$ cat config.mk
export PLATFORM = sky130hd
export DESIGN_NAME = placement_ctrl
export DESIGN_NICKNAME = d
export VERILOG_FILES = /design/src/rtl/game_pkg.sv /design/src/rtl/pix2cell.sv /design/src/rtl/placement_ctrl.sv
export SDC_FILE = /design/constraint.sdc
export NUM_CORES = 1
export LEC_CHECK = 0
export ABC_CLOCK_PERIOD_IN_PS = 6000
export BUFFER_PORTS_ARGS = -buffer_cell sky130_fd_sc_hd__buf_2
export CAP_MARGIN = 0
export CORE_ASPECT_RATIO = 2
export CORE_UTILIZATION = 50
export CTS_CLUSTER_SIZE = 20
export DETAILED_ROUTE_END_ITERATION = 8
export GPL_TIMING_DRIVEN = 1
export HOLD_SLACK_MARGIN = 0.08
export MAX_ROUTING_LAYER = met4
export PLACE_DENSITY = 0.76
export SYNTH_ARGS = -nofsm -noshare
export SYNTH_HDL_FRONTEND = slang
export SYNTH_SLANG_ARGS = --single-unit
$ cat constraint.sdc
create_clock -name clk -period 6 [get_ports clk]
set_input_delay 0.9 -clock clk [delete_from_list [all_inputs] [get_ports clk]]
set_output_delay 0.9 -clock clk [all_outputs]
set_load 0.005 [all_outputs]
$ cat src/rtl/game_pkg.sv
// Shared game types: phase codes and cell/position widths used by the
// placement front-end, the game board and the display.
package game_pkg;

  typedef enum logic [1:0] {
    PH_IDLE   = 2'b11,
    PH_HOST   = 2'b01,
    PH_GUEST  = 2'b10,
    PH_BATTLE = 2'b00
  } phase_t;

  localparam int CELL_W = 3;
  localparam int POS_W  = 6;

endpackage

$ cat src/rtl/pix2cell.sv
// Fixed-latency pixel-to-cell divider: GRID_N cycles of parallel repeated
// subtraction on the board-relative offsets, counters saturating at GRID_N.
module pix2cell
  import game_pkg::*;
#(
  parameter int BOARD_X = 100,
  parameter int BOARD_Y = 100,
  parameter int CELL_PX = 48,
  parameter int GRID_N  = 8
) (
  input  logic        clk,
  input  logic        rst,
  input  logic        start,
  input  logic [11:0] x,
  input  logic [11:0] y,
  output logic [3:0]  row,
  output logic [3:0]  col,
  output logic        valid,
  output logic        done
);

  localparam logic signed [12:0] CELL_S  = 13'(CELL_PX);
  localparam logic signed [12:0] ORG_X_S = 13'(BOARD_X);
  localparam logic signed [12:0] ORG_Y_S = 13'(BOARD_Y);
  localparam logic [3:0]         GRID_S  = 4'(GRID_N);

  logic signed [12:0] xo_r;
  logic signed [12:0] yo_r;
  logic [3:0]         row_r;
  logic [3:0]         col_r;
  logic [3:0]         cnt_r;
  logic               run_r;

  // Load offsets on start, then one subtraction step per axis per cycle.
  always_ff @(posedge clk) begin
    if (rst) begin
      xo_r  <= 13'sd0;
      yo_r  <= 13'sd0;
      row_r <= 4'd0;
      col_r <= 4'd0;
      cnt_r <= 4'd0;
      run_r <= 1'b0;
    end else if (start) begin
      xo_r  <= $signed({1'b0, x}) - ORG_X_S;
      yo_r  <= $signed({1'b0, y}) - ORG_Y_S;
      row_r <= 4'd0;
      col_r <= 4'd0;
      cnt_r <= 4'd0;
      run_r <= 1'b1;
    end else if (run_r) begin
      // A negative offset never passes the compare, so it stays flagged by its sign bit.
      if (xo_r >= CELL_S && col_r < GRID_S) begin
        xo_r  <= xo_r - CELL_S;
        col_r <= col_r + 4'd1;
      end
      if (yo_r >= CELL_S && row_r < GRID_S) begin
        yo_r  <= yo_r - CELL_S;
        row_r <= row_r + 4'd1;
      end
      cnt_r <= cnt_r + 4'd1;
      if (cnt_r == GRID_S - 4'd1) begin
        run_r <= 1'b0;
      end
    end
  end

  assign row   = row_r;
  assign col   = col_r;
  assign done  = run_r && (cnt_r == GRID_S - 4'd1);
  assign valid = !xo_r[12] && !yo_r[12] && (row_r < GRID_S) && (col_r < GRID_S);

endmodule

$ cat src/rtl/placement_ctrl.sv
// Mouse front-end of the ship-board matrix: click edge detect, cell conversion,
// occupancy check and the IDLE/HOST/GUEST/BATTLE phase sequencer.
module placement_ctrl
  import game_pkg::*;
#(
  parameter int BOARD_X    = 100,
  parameter int BOARD_Y    = 100,
  parameter int CELL_PX    = 48,
  parameter int GRID_N     = 8,
  parameter int SHIP_COUNT = 4
) (
  input  logic             clk,
  input  logic             rst,
  input  logic [11:0]      xpos,
  input  logic [11:0]      ypos,
  input  logic             mouse_left,
  output logic [1:0]       start,
  output logic             place,
  output logic [POS_W-1:0] mouse_pos,
  output logic [6:0]       ships_left,
  output logic             busy
);

  localparam int         CELLS  = GRID_N * GRID_N;
  localparam logic [6:0] SHIPS7 = 7'(SHIP_COUNT);

  typedef enum logic [1:0] {ST_WAIT, ST_CONV, ST_CHECK, ST_EMIT} conv_state_t;

  conv_state_t       state_r;
  phase_t            phase_r;
  logic              btn_prev_r;
  logic [CELLS-1:0]  occ_r;
  logic              place_r;
  logic              busy_r;
  logic [POS_W-1:0]  pos_r;
  logic [6:0]        ships_r;

  logic              click_s;
  logic              conv_done_s;
  logic              conv_valid_s;
  logic [3:0]        conv_row_s;
  logic [3:0]        conv_col_s;
  logic [POS_W-1:0]  cell_pos_s;
  logic [POS_W-1:0]  bit_idx_s;
  logic              accept_s;

  assign click_s = mouse_left && !btn_prev_r && (state_r == ST_WAIT);

  pix2cell #(
    .BOARD_X (BOARD_X),
    .BOARD_Y (BOARD_Y),
    .CELL_PX (CELL_PX),
    .GRID_N  (GRID_N)
  ) u_pix2cell (
    .clk   (clk),
    .rst   (rst),
    .start (click_s),
    .x     (xpos),
    .y     (ypos),
    .row   (conv_row_s),
    .col   (conv_col_s),
    .valid (conv_valid_s),
    .done  (conv_done_s)
  );

  // Cell address and accept decision, evaluated while in CHECK.
  always_comb begin
    cell_pos_s = {conv_row_s[CELL_W-1:0], conv_col_s[CELL_W-1:0]};
    bit_idx_s  = POS_W'(conv_row_s[CELL_W-1:0]) * POS_W'(GRID_N) + POS_W'(conv_col_s[CELL_W-1:0]);
    if (phase_r != PH_IDLE && conv_valid_s) begin
      accept_s = !occ_r[bit_idx_s];
    end else begin
      accept_s = 1'b0;
    end
  end

  // Conversion sequencer, occupancy map and phase progression.
  always_ff @(posedge clk) begin
    if (rst) begin
      state_r    <= ST_WAIT;
      phase_r    <= PH_IDLE;
      btn_prev_r <= 1'b0;
      occ_r      <= '0;
      place_r    <= 1'b0;
      busy_r     <= 1'b0;
      pos_r      <= '0;
      ships_r    <= 7'd0;
    end else begin
      btn_prev_r <= mouse_left;
      place_r    <= 1'b0;
      case (state_r)
        ST_WAIT: begin
          if (click_s) begin
            state_r <= ST_CONV;
            busy_r  <= 1'b1;
          end
        end
        ST_CONV: begin
          if (conv_done_s) begin
            state_r <= ST_CHECK;
          end
        end
        ST_CHECK: begin
          state_r <= ST_EMIT;
          if (accept_s) begin
            place_r           <= 1'b1;
            pos_r             <= cell_pos_s;
            occ_r[bit_idx_s]  <= 1'b1;
          end
        end
        ST_EMIT: begin
          state_r <= ST_WAIT;
          busy_r  <= 1'b0;
          // Phase moves only after the strobe so start is stable alongside place.
          case (phase_r)
            PH_IDLE: begin
              phase_r <= PH_HOST;
              ships_r <= SHIPS7;
            end
            PH_HOST: begin
              if (place_r) begin
                if (ships_r == 7'd1) begin
                  phase_r <= PH_GUEST;
                  ships_r <= SHIPS7;
                  occ_r   <= '0;
                end else begin
                  ships_r <= ships_r - 7'd1;
                end
              end
            end
            PH_GUEST: begin
              if (place_r) begin
                if (ships_r == 7'd1) begin
                  phase_r <= PH_BATTLE;
                  ships_r <= 7'd0;
                  occ_r   <= '0;
                end else begin
                  ships_r <= ships_r - 7'd1;
                end
              end
            end
            PH_BATTLE: begin
              phase_r <= PH_BATTLE;
            end
            default: begin
              phase_r <= PH_IDLE;
            end
          endcase
        end
        default: begin
          state_r <= ST_WAIT;
        end
      endcase
    end
  end

  assign start      = phase_r;
  assign place      = place_r;
  assign mouse_pos  = pos_r;
  assign ships_left = ships_r;
  assign busy       = busy_r;

endmodule

### After elaboration in Yosys (flattened, before gate mapping)

Cells that the tools add are included.

* bits in registers: 123
* input bits: 27
* logic and storage cells: 120

* $add $sub $neg: 9
* $lt $le $gt $ge: 6
* eq/ne operators: 19
* multiplexer cells: 35
* bitwise gates (word level): 2
* reduce and logical (&&, ||, !) cells: 35

Operator list (count)
* $mux 64: 4
* $pmux 64 s2: 1
* $mux 13: 6
* $or 64x64->64: 1
* $mux 7: 4
* $ge 13x7->1 const B: 2
* $sub 12x7->13 const B: 2
* $sub 13x7->13 const B: 2
* $ne 2x2->1 const B: 11
* $pmux 7 s3: 1
* $pmux 2 s4: 2
* $reduce_and 2->1: 7
* $add 4x1->4 const B: 3
* $mux 2: 6
* $logic_and 1x1->1: 10
* $reduce_and 5->1: 2
* $reduce_bool 2->1: 5
* $eq 2x2->1 const B: 4
* $lt 4x4->1 const B: 2
* $mux 1: 8
* $eq 7x1->1 const B: 1
* $lt 6x7->1 const B: 1
* $sub 7x1->7 const B: 1
* $add 6x3->6: 1
* other kinds (12): 19

### Longest topological paths before layout

Gate-level depths: netlist of the first run.

* depth after elaboration: 8
* mapped depth: 11

### By module

Synthesis of the first run repeated with hierarchy kept, for this count alone.

* cell total of the unflattened synthesis: 702
* area, all modules: 6486.2 µm²

By module, submodules not included
* placement_ctrl: instances 1, cells an instance 436, area an instance 4190.3 µm², seq. area each 1681.6 µm²
* pix2cell: instances 1, cells an instance 266, area an instance 2296.0 µm², seq. area each 780.7 µm²

### Worst setup path after synthesis of the first run

OpenSTA, ideal clock, no wires.

* path kind: flip-flop to flip-flop
* start: reg u_pix2cell.col_r[0] (netlist: u_pix2cell.col[0])
* end: reg occ_r[20]
* library setup time: 0.070 ns
* arrival: 2.351 ns
* setup slack: 3.579 ns
* stages on the path, launching flop included: 11
* path buffers: 4
* clock period less this slack: 2.421 ns
* cells stage by stage: dfxtp_1 -> buf_6 -> buf_6 -> and3b_1 -> buf_6 -> a22oi_4 -> nand4_2 -> a2111o_1 -> buf_6 -> a2111o_1 -> a21oi_1

* longest elaborated chain between the ends: 8
* elaborated cells on any way between the ends: 18
* classes of those cells: add/sub (1); order compare (3); eq/ne (1); mux (7); bitwise (1); reduce/logical (5)

Ends and longest elaborated chain
* from (decl): RTL line pix2cell.sv:30 `logic [3:0] col_r;`
* from (signal assigned): RTL line pix2cell.sv:54 `col_r <= col_r + 4'd1;`
* $add 6x3->6: RTL line placement_ctrl.sv:69 `bit_idx_s = POS_W'(conv_row_s[CELL_W-1:0]) * POS_W'(GRID_N) + POS_W'(conv_col_s[CELL_W-1:0]);`
* $lt 6x7->1 (not written as such) or $ge 6x1->1 (tied branches): RTL line placement_ctrl.sv:108 `occ_r[bit_idx_s] <= 1'b1;`
* $logic_and 1x1->1 (not written as such): RTL line placement_ctrl.sv:108
* $mux 1 (not written as such): RTL line placement_ctrl.sv:108
* $demux 1 s6: RTL line placement_ctrl.sv:108
* $or 64x64->64 (no line)
* $mux 64: RTL line placement_ctrl.sv:105 `if (accept_s) begin`
* $pmux 64 s2: RTL line placement_ctrl.sv:91 `case (state_r)`
* to (signal assigned): RTL line placement_ctrl.sv:83 `occ_r <= '0;`
* to (signal, indexed assignment): RTL line placement_ctrl.sv:108
* to (signal assigned): RTL line placement_ctrl.sv:125 `occ_r <= '0;`
* to (decl): RTL line placement_ctrl.sv:32 `logic [CELLS-1:0] occ_r;`

Several ways; a longest one is shown, not always the timed one. The select of a mux whose other input is x is not followed.
A chain may end at the register's enable or synchronous reset.

### Final worst setup path of the first run

* start: reg u_pix2cell.col_r[0] (netlist: u_pix2cell.col[0])
* end: reg occ_r[22]

The elaborated chain is that of the path after synthesis.

==> impl_metrics.env, run 1 <==
export IMPL_status="finished clean"
export IMPL_cp_num_cells=8
export IMPL_ant_nets=0
export IMPL_r2r_start="u_pix2cell.col[0]"
export IMPL_p_comb_frac=0.252
export IMPL_swShare=0.3443
export IMPL_fp_dieW_um=85.45
export IMPL_synth_flop_cell="dfxtp_1"
export IMPL_synthAdderAreaFrac=0.03414
export IMPL_tightest_slew_ns=1.118
export IMPL_setup_worst_path_end="occ_r[22]"
export IMPL_hpwl_um=11210
export IMPL_post_route_min_period_ns=3.763
export IMPL_num_vias=6056
export IMPL_dr_pass1_iters=5
export IMPL_drt_iter0_drc=293
export IMPL_cp_buffers_inverters=2
export IMPL_max_cap_viol_count=0
export IMPL_clk_latency_ns=0.42
export IMPL_grt_pass1_wl_um=27130
export IMPL_critPathTopFamily="compound AO/OA/AOI/OAI gates"
export IMPL_track_usage=0.2445
export IMPL_wl_um=16750
export IMPL_fin_nets=894
export IMPL_drcViolationCount=0
export IMPL_diodes=0
export IMPL_synth_compound_area_frac=0.2086
export IMPL_synth_edf_count=0
export IMPL_cp_common_cell="buf_4"
export IMPL_r2r_end="occ_r[22]"
export IMPL_p_int_mw=1.836
export IMPL_dpl_cell_area_um2=7137
export IMPL_core_area_um2=13510
export IMPL_die_y_um=168.9
export IMPL_clkPwrFrac=0.386
export IMPL_rsz0062_at_grt="false"
export IMPL_syn2layout_area_growth_pct=11.45
export IMPL_cts_clk_slew_worst_paths_ns=0.06
export IMPL_gr_total_overflow=0
export IMPL_clk_path_buf_depth=2
export IMPL_synth_area_leaders="dfxtp_1 35%, a21oi_1 5.4%, inv_1 4.4%"
export IMPL_cts_resized=0
export IMPL_synth_xor_area_frac=0.05031
export IMPL_synthMuxAreaShare=0.06271
export IMPL_crit_type="reg2reg"
export IMPL_yosysTopAreaCellShare=0.3536
export IMPL_first_global_vias=5778
export IMPL_yosysSeqAreaShare=0.3536
export IMPL_power_net_switching_uw=964.5
export IMPL_ioPinCount=44
export IMPL_syn_nets=892
export IMPL_setup_viol=0
export IMPL_port_buffers=43
export IMPL_ys_ff_latch=123
export IMPL_drive_above_1_share=0.1312
export IMPL_r2r_cells=8
export IMPL_synthSimpleGateAreaFrac=0.1989
export IMPL_post_cts_setup_buffers=0
export IMPL_irDropWorstVdd_mv=0.1827
export IMPL_dieArea_um2=14430
export IMPL_path_max_fanout=42
export IMPL_synth_area_um2=6963
export IMPL_synth_cell_types=61
export IMPL_setup_tns_ns=0
export IMPL_critPathLaunchType="flip-flop"
export IMPL_slowest_stage="dfxtp_2"
export IMPL_rows=60
export IMPL_sequentialPowerShare=0.362
export IMPL_start_util=0.5153
export IMPL_ys_async_sr_fraction=0
export IMPL_finalMaxSlewViolations=0
export IMPL_antenna_found_initial=0
export IMPL_cts_root_buf="clkbuf_16"
export IMPL_cp_arrival_ns=4.05
export IMPL_cts_buffers=17
export IMPL_synth_top_family_by_area="compound AO/OA/AOI/OAI gates"
export IMPL_yosys_warnings=0
export IMPL_timing_slew_headroom=0.2517
export IMPL_powerDensity_nw_per_um2=361.0
export IMPL_hold_class="reg2reg"
export IMPL_clock_sinks=123
export IMPL_ff2ff_setup_slack_ns=2.24
export IMPL_leakage_nw=2.604
export IMPL_post_route_period_util=0.6272
export IMPL_fin_area_um2=7760
export IMPL_critical_path_max_stage_delay_ns=0.94
export IMPL_path_cells="nor3b_1 -> a22oi_1 -> nand4_2 -> a2111oi_4 -> buf_4 -> a311o_2 -> buf_4 -> a21oi_1"
export IMPL_finalHoldViolations=0
export IMPL_crit_start="u_pix2cell.col[0]"
export IMPL_syn_area_per_cell_um2=8.230
export IMPL_cts_tree="done"
export IMPL_syn_inst=846
export IMPL_wl_per_cell_um=16.49
export IMPL_yosysTopAreaCell="dfxtp_1"
export IMPL_worstPathRequired_ns=6.29
export IMPL_htreeDepth=4
export IMPL_gp_congestion=0.9308
export IMPL_hold_buffers=0
export IMPL_finClkSkew_ns=0.01126
export IMPL_fmax_mhz=265.7
export IMPL_viasPerCell=5.961
export IMPL_grt_max_degree=90
export IMPL_cp_end_kind="flip-flop"
export IMPL_fill_cells=1230
cells in the final DEF, fill, tap and decap left out, types with 10 or more instances in the layout:
cell type / netlist / layout
dfxtp_1: 123 / 122
clkbuf_16: 0 / 17
buf_4: 2 / 10
a211oi_1: 22 / 22
xnor2_1: 26 / 26
mux2i_1: 29 / 29
xor2_1: 14 / 14
nand2b_1: 23 / 23
nand2_1: 58 / 58
a21oi_1: 75 / 74
nor3_1: 38 / 38
ha_1: 19 / 18
buf_2: 15 / 43
inv_1: 81 / 81
a2111o_1: 16 / 16
nor2_1: 72 / 72
a211o_1: 27 / 27
a31oi_1: 26 / 26
nor4_1: 23 / 23
worst reg2reg max path, stage by stage, from the launching register on:
cell and delay [ns]:
dfxtp_2 0.94, nor3b_1 0.22, a22oi_1 0.32, nand4_2 0.18
a2111oi_4 0.39, buf_4 0.33, a311o_2 0.75, buf_4 0.42
a21oi_1 0.08
logic make-up (layout without fill, tap and decap cells):
group | Yosys count | count (layout)
mux | 36 | 36
xor+xnor | 40 | 40
simple gates | 273 | 273
buf+inv | 151 | 166
compound gates | 204 | 204
fa+ha+maj | 19 | 19
flops | 123 | 123
metrics by stage:
| stage | setup WS [ns] | std cells | hold slack, ns | util | total power, mW |
|---|---|---|---|---|---|
| final | 2.237 | 1016 | 0.4427 | 0.5743 | 2.801 |
| after global routing | 2.018 | 1016 | 0.4603 | 0.5743 | 2.940 |
| after CTS | 2.265 | 1016 | 0.4449 | 0.5743 | 2.811 |
| after detailed placement | 2.342 | 984 | 0.4363 | 0.5281 | 1.724 |
| after global placement | 2.394 | 984 | 0.4320 | 0.5281 | 1.712 |
| after floorplan | 3.579 | 846 | 0.4201 | - | 1.586 |
routing by layer:
metal | wire length [µm] | vias to the layer above | GRT usage
li1 | - | 2984 | -
met1 | 6194 | 2824 | 0.2328
met2 | 8909 | 178 | 0.4348
met3 | 649 | 70 | 0.05119
met4 | 996 | 0 | 0.1630
met5 | 0 | - | -
worst min path at each step:
stage	from	end	slack, ns	cells past startpoint
finish	occ_r[46]	occ_r[46]	0.44	2
global route	occ_r[34]	occ_r[34]	0.46	2
CTS	occ_r[53]	occ_r[53]	0.44	2
detailed placement	occ_r[53]	occ_r[53]	0.44	2
global placement	occ_r[53]	occ_r[53]	0.43	2
floorplan	occ_r[4]	occ_r[4]	0.42	2
synthesized netlist by cell type (all sizes together) (2+ instances only):
library cell / n
a311oi: 3
o32ai: 2
a21o: 3
inv: 81
and2: 2
or4: 4
buf: 30
o211ai: 3
mux4: 6
or2: 8
xor2: 14
nor3b: 9
o21ai: 7
nand2b: 23
clkbuf: 40
a31oi: 26
a21oi: 75
nor2b: 4
a211oi: 23
and3b: 4
a2111o: 16
a2111oi: 3
a22oi: 6
or3: 5
xnor2: 26
nor2: 72
nand3b: 5
nand2: 58
a211o: 27
and3: 4
a21boi: 2
nand4: 2
nor3: 38
ha: 19
dfxtp: 123
nand3: 8
mux2i: 29
nor4: 23
cell type report:
class	count	area (µm²)	area share
multi-input combinational	572	3885	0.5006
sequential	123	2464	0.3175
clock buffer	18	439.2	0.05659
inverter	81	304.0	0.03918
timing repair buffer	53	290.3	0.03741
tap	155	193.9	0.02499
clock inverter	14	183.9	0.02370
power groups by stage:
stage	sequential (mW)	combinational (mW)	clock, mW
after floorplan	0.973	0.613	0
after global placement	1.03	0.685	0
after detailed placement	1.03	0.696	0
after CTS	1.01	0.703	1.09
after global routing	1.03	0.776	1.14
final	1.01	0.705	1.08
registers in the layout, indices dropped and copies added, names as in the netlist, 2 cells and up:
name,count
state_r,2
u_pix2cell.col,4
start,2
mouse_pos,6
ships_left,7
occ_r,64
u_pix2cell.yo_r,13
u_pix2cell.row,4
u_pix2cell.cnt_r,4
u_pix2cell.xo_r,13
Power figures use the tool's default switching activity.
==> run 2, diff against run 1 <==
--- a/config.mk
+++ b/config.mk
@@ -5,7 +5,7 @@
 export SDC_FILE = /design/constraint.sdc
 export NUM_CORES = 1
 export LEC_CHECK = 0
-export ABC_CLOCK_PERIOD_IN_PS = 6000
+export ABC_CLOCK_PERIOD_IN_PS = 3500
 export BUFFER_PORTS_ARGS = -buffer_cell sky130_fd_sc_hd__buf_2
 export CAP_MARGIN = 0
 export CORE_ASPECT_RATIO = 2
==> constraint.sdc (replaced) <==
create_clock -name clk -period 3.5 [get_ports clk]
set_input_delay 0.525 -clock clk [delete_from_list [all_inputs] [get_ports clk]]
set_output_delay 0.525 -clock clk [all_outputs]
set_load 0.005 [all_outputs]
==> run 2 against run 1 <==
Sequential power is 71% higher. Flip-flop and latch count stayed put. Largest power group is now registers. Largest cell class unchanged. Sequential share of layout area is 0.23 points lower. Register-to-register slack worse by 1.7 ns. Setup slack worse by 1.7 ns. Cell area is 0.74% higher. Cell count is 1.2% higher.
==> impl_metrics.env, run 2 (same netlist as run 1, synthesis figures left out) <==
export IMPL_rows=60
export IMPL_powerDensity_nw_per_um2=604.0
export IMPL_clock_sinks=123
export IMPL_clk_latency_ns=0.42
export IMPL_dr_pass1_iters=4
export IMPL_grt_max_degree=89
export IMPL_wl_um=16740
export IMPL_setup_tns_ns=0
export IMPL_track_usage=0.2512
export IMPL_drt_met1_wl_um=6556
export IMPL_htreeDepth=4
export IMPL_diodes=0
export IMPL_setup_viol=0
export IMPL_route_met3_wl_um=482
export IMPL_largest_reg_flops=64
export IMPL_ioPinCount=44
export IMPL_critPathLaunchType="flip-flop"
export IMPL_clkPwrFrac=0.364
export IMPL_top_register="occ_r"
export IMPL_finClkSkew_ns=0.01364
export IMPL_utilization=0.5785
export IMPL_syn2layout_area_growth_pct=12.27
export IMPL_drcViolationCount=0
export IMPL_cts_resized=0
export IMPL_fin_nets=906
export IMPL_timing_slew_headroom=0.2382
export IMPL_path_max_fanout=52
export IMPL_p_int_mw=3.029
export IMPL_top_regs="occ_r: 64 flops, u_pix2cell.xo_r: 13 flops, u_pix2cell.yo_r: 13 flops"
export IMPL_swShare=0.3585
export IMPL_antenna_found_initial=0
export IMPL_hold_class="in2reg"
export IMPL_status="finished clean"
export IMPL_wl_per_cell_um=16.29
export IMPL_num_vias=6016
export IMPL_drive_above_1_share=0.1432
export IMPL_cts_root_buf="clkbuf_16"
export IMPL_grt_pass1_wl_um=28160
export IMPL_die_y_um=168.9
export IMPL_fill_cells=1206
export IMPL_cts_buffers=17
export IMPL_drt_iter0_drc=274
export IMPL_cp_num_cells=8
export IMPL_start_util=0.5153
export IMPL_cp_buffers_inverters=2
export IMPL_fp_dieW_um=85.45
export IMPL_crit_type="reg2reg"
export IMPL_cts_clk_slew_worst_paths_ns=0.06
export IMPL_gr_total_overflow=0
export IMPL_power_net_switching_mw=1.693
export IMPL_ant_nets=0
export IMPL_critPathTopFamily="compound AO/OA/AOI/OAI gates"
export IMPL_sequentialPowerShare=0.366
export IMPL_finalHoldViolations=0
export IMPL_gp_congestion=0.8282
export IMPL_cp_end_kind="flip-flop"
export IMPL_post_cts_setup_buffers=0
export IMPL_worstPathRequired_ns=3.84
export IMPL_post_route_min_period_ns=2.995
export IMPL_dr_max_layer_used="met4"
export IMPL_dieArea_um2=14430
export IMPL_holdPathStages=2
export IMPL_hold_buffers=0
export IMPL_hpwl_um=11420
export IMPL_path_cells="buf_4 -> nand2_1 -> mux4_2 -> a31oi_1 -> a211oi_2 -> a311o_2 -> buf_12 -> a21oi_1"
export IMPL_fin_total_pwr_mw=4.722
export IMPL_fmax_mhz=333.9
export IMPL_p_comb_frac=0.270
export IMPL_first_global_vias=5885
export IMPL_leakage_nw=2.649
export IMPL_slowest_stage="dfxtp_1"
export IMPL_critical_path_max_stage_delay_ns=0.67
export IMPL_final_common_cell="dfxtp_1"
export IMPL_finalMaxSlewViolations=0
export IMPL_core_area_um2=13510
export IMPL_wl_met2_um=9166
export IMPL_cp_arrival_ns=3.34
export IMPL_r2r_cells=8
export IMPL_irDropWorstVdd_mv=0.2931
export IMPL_rsz0062_at_grt="false"
export IMPL_post_route_period_util=0.8557
export IMPL_port_buffers=43
export IMPL_final_cell_mix="122 x dfxtp_1, 81 x inv_1, 74 x a21oi_1, 72 x nor2_1, 58 x nand2_1"
export IMPL_viasPerCell=5.852
export IMPL_tightest_slew_ns=1.139
export IMPL_max_cap_viol_count=0
export IMPL_cts_tree="done"
export IMPL_clk_path_buf_depth=2
[run 2: cell types whose count changed in the layout (fill, tap and decap cells not counted)]
| cell | change |
|---|---|
| inv_6 | +2 |
| bufinv_16 | -2 |
| clkbuf_8 | -1 |
| inv_8 | +1 |
| buf_12 | +1 |
| buf_4 | +11 |
[run 2: metrics by stage]
| stage | area, µm² | setup slack [ns] | hold WS, ns | cells |
|---|---|---|---|---|
| floorplan | 6963 | 1.079 | 0.4201 | 846 |
| global placement | 7239 | 0.6018 | 0.4306 | 996 |
| detailed placement | 7239 | 0.5355 | 0.4355 | 996 |
| CTS | 7818 | 0.5004 | 0.3105 | 1028 |
| global route | 7818 | 0.2862 | 0.3224 | 1028 |
| finish | 7818 | 0.5051 | 0.3165 | 1028 |
[run 2: final timing paths]
path,from,to,slack [ns]
worst max-delay path,u_pix2cell.col[1],occ_r[22],0.51
worst min-delay path,ypos[2],u_pix2cell.yo_r[2],0.32
worst max register to register,u_pix2cell.col[1],occ_r[22],0.51
worst min register to register,occ_r[14],occ_r[14],0.44
[run 2: cell type report]
class / instances / area, µm² / share of cell area
flip-flops and latches: 123 / 2464 / 0.3151
multi-input cells: 572 / 3885 / 0.4970
clock inverters: 15 / 152.6 / 0.01953
inverters: 81 / 304.0 / 0.03889
well taps: 155 / 193.9 / 0.02481
clock buffers: 17 / 425.4 / 0.05442
repair buffers: 65 / 392.9 / 0.05026
[run 2: worst register-to-register path, cell delays in order, from the launching register on]
cell      delay (ns)
dfxtp_1         0.67
buf_4           0.36
nand2_1         0.09
mux4_2          0.45
a31oi_1         0.30
a211oi_2        0.10
a311o_2         0.54
buf_12          0.24
a21oi_1         0.18
[run 2: routing by layer]
layer,up-vias,GRT usage
met2,134,0.4567
met5,-,-
met4,0,0.1210
met3,43,0.04047
met1,2824,0.2576
li1,3015,-
[run 2: power by group through the flow]
stage	clock network [mW]	logic (mW)	registers (mW)
5_1_grt	1.80	1.41	1.75
3_3_place_gp	0	1.25	1.75
3_5_place_dp	0	1.26	1.75
4_1_cts	1.74	1.27	1.73
2_1_floorplan	0	1.05	1.67
6_report	1.72	1.27	1.73
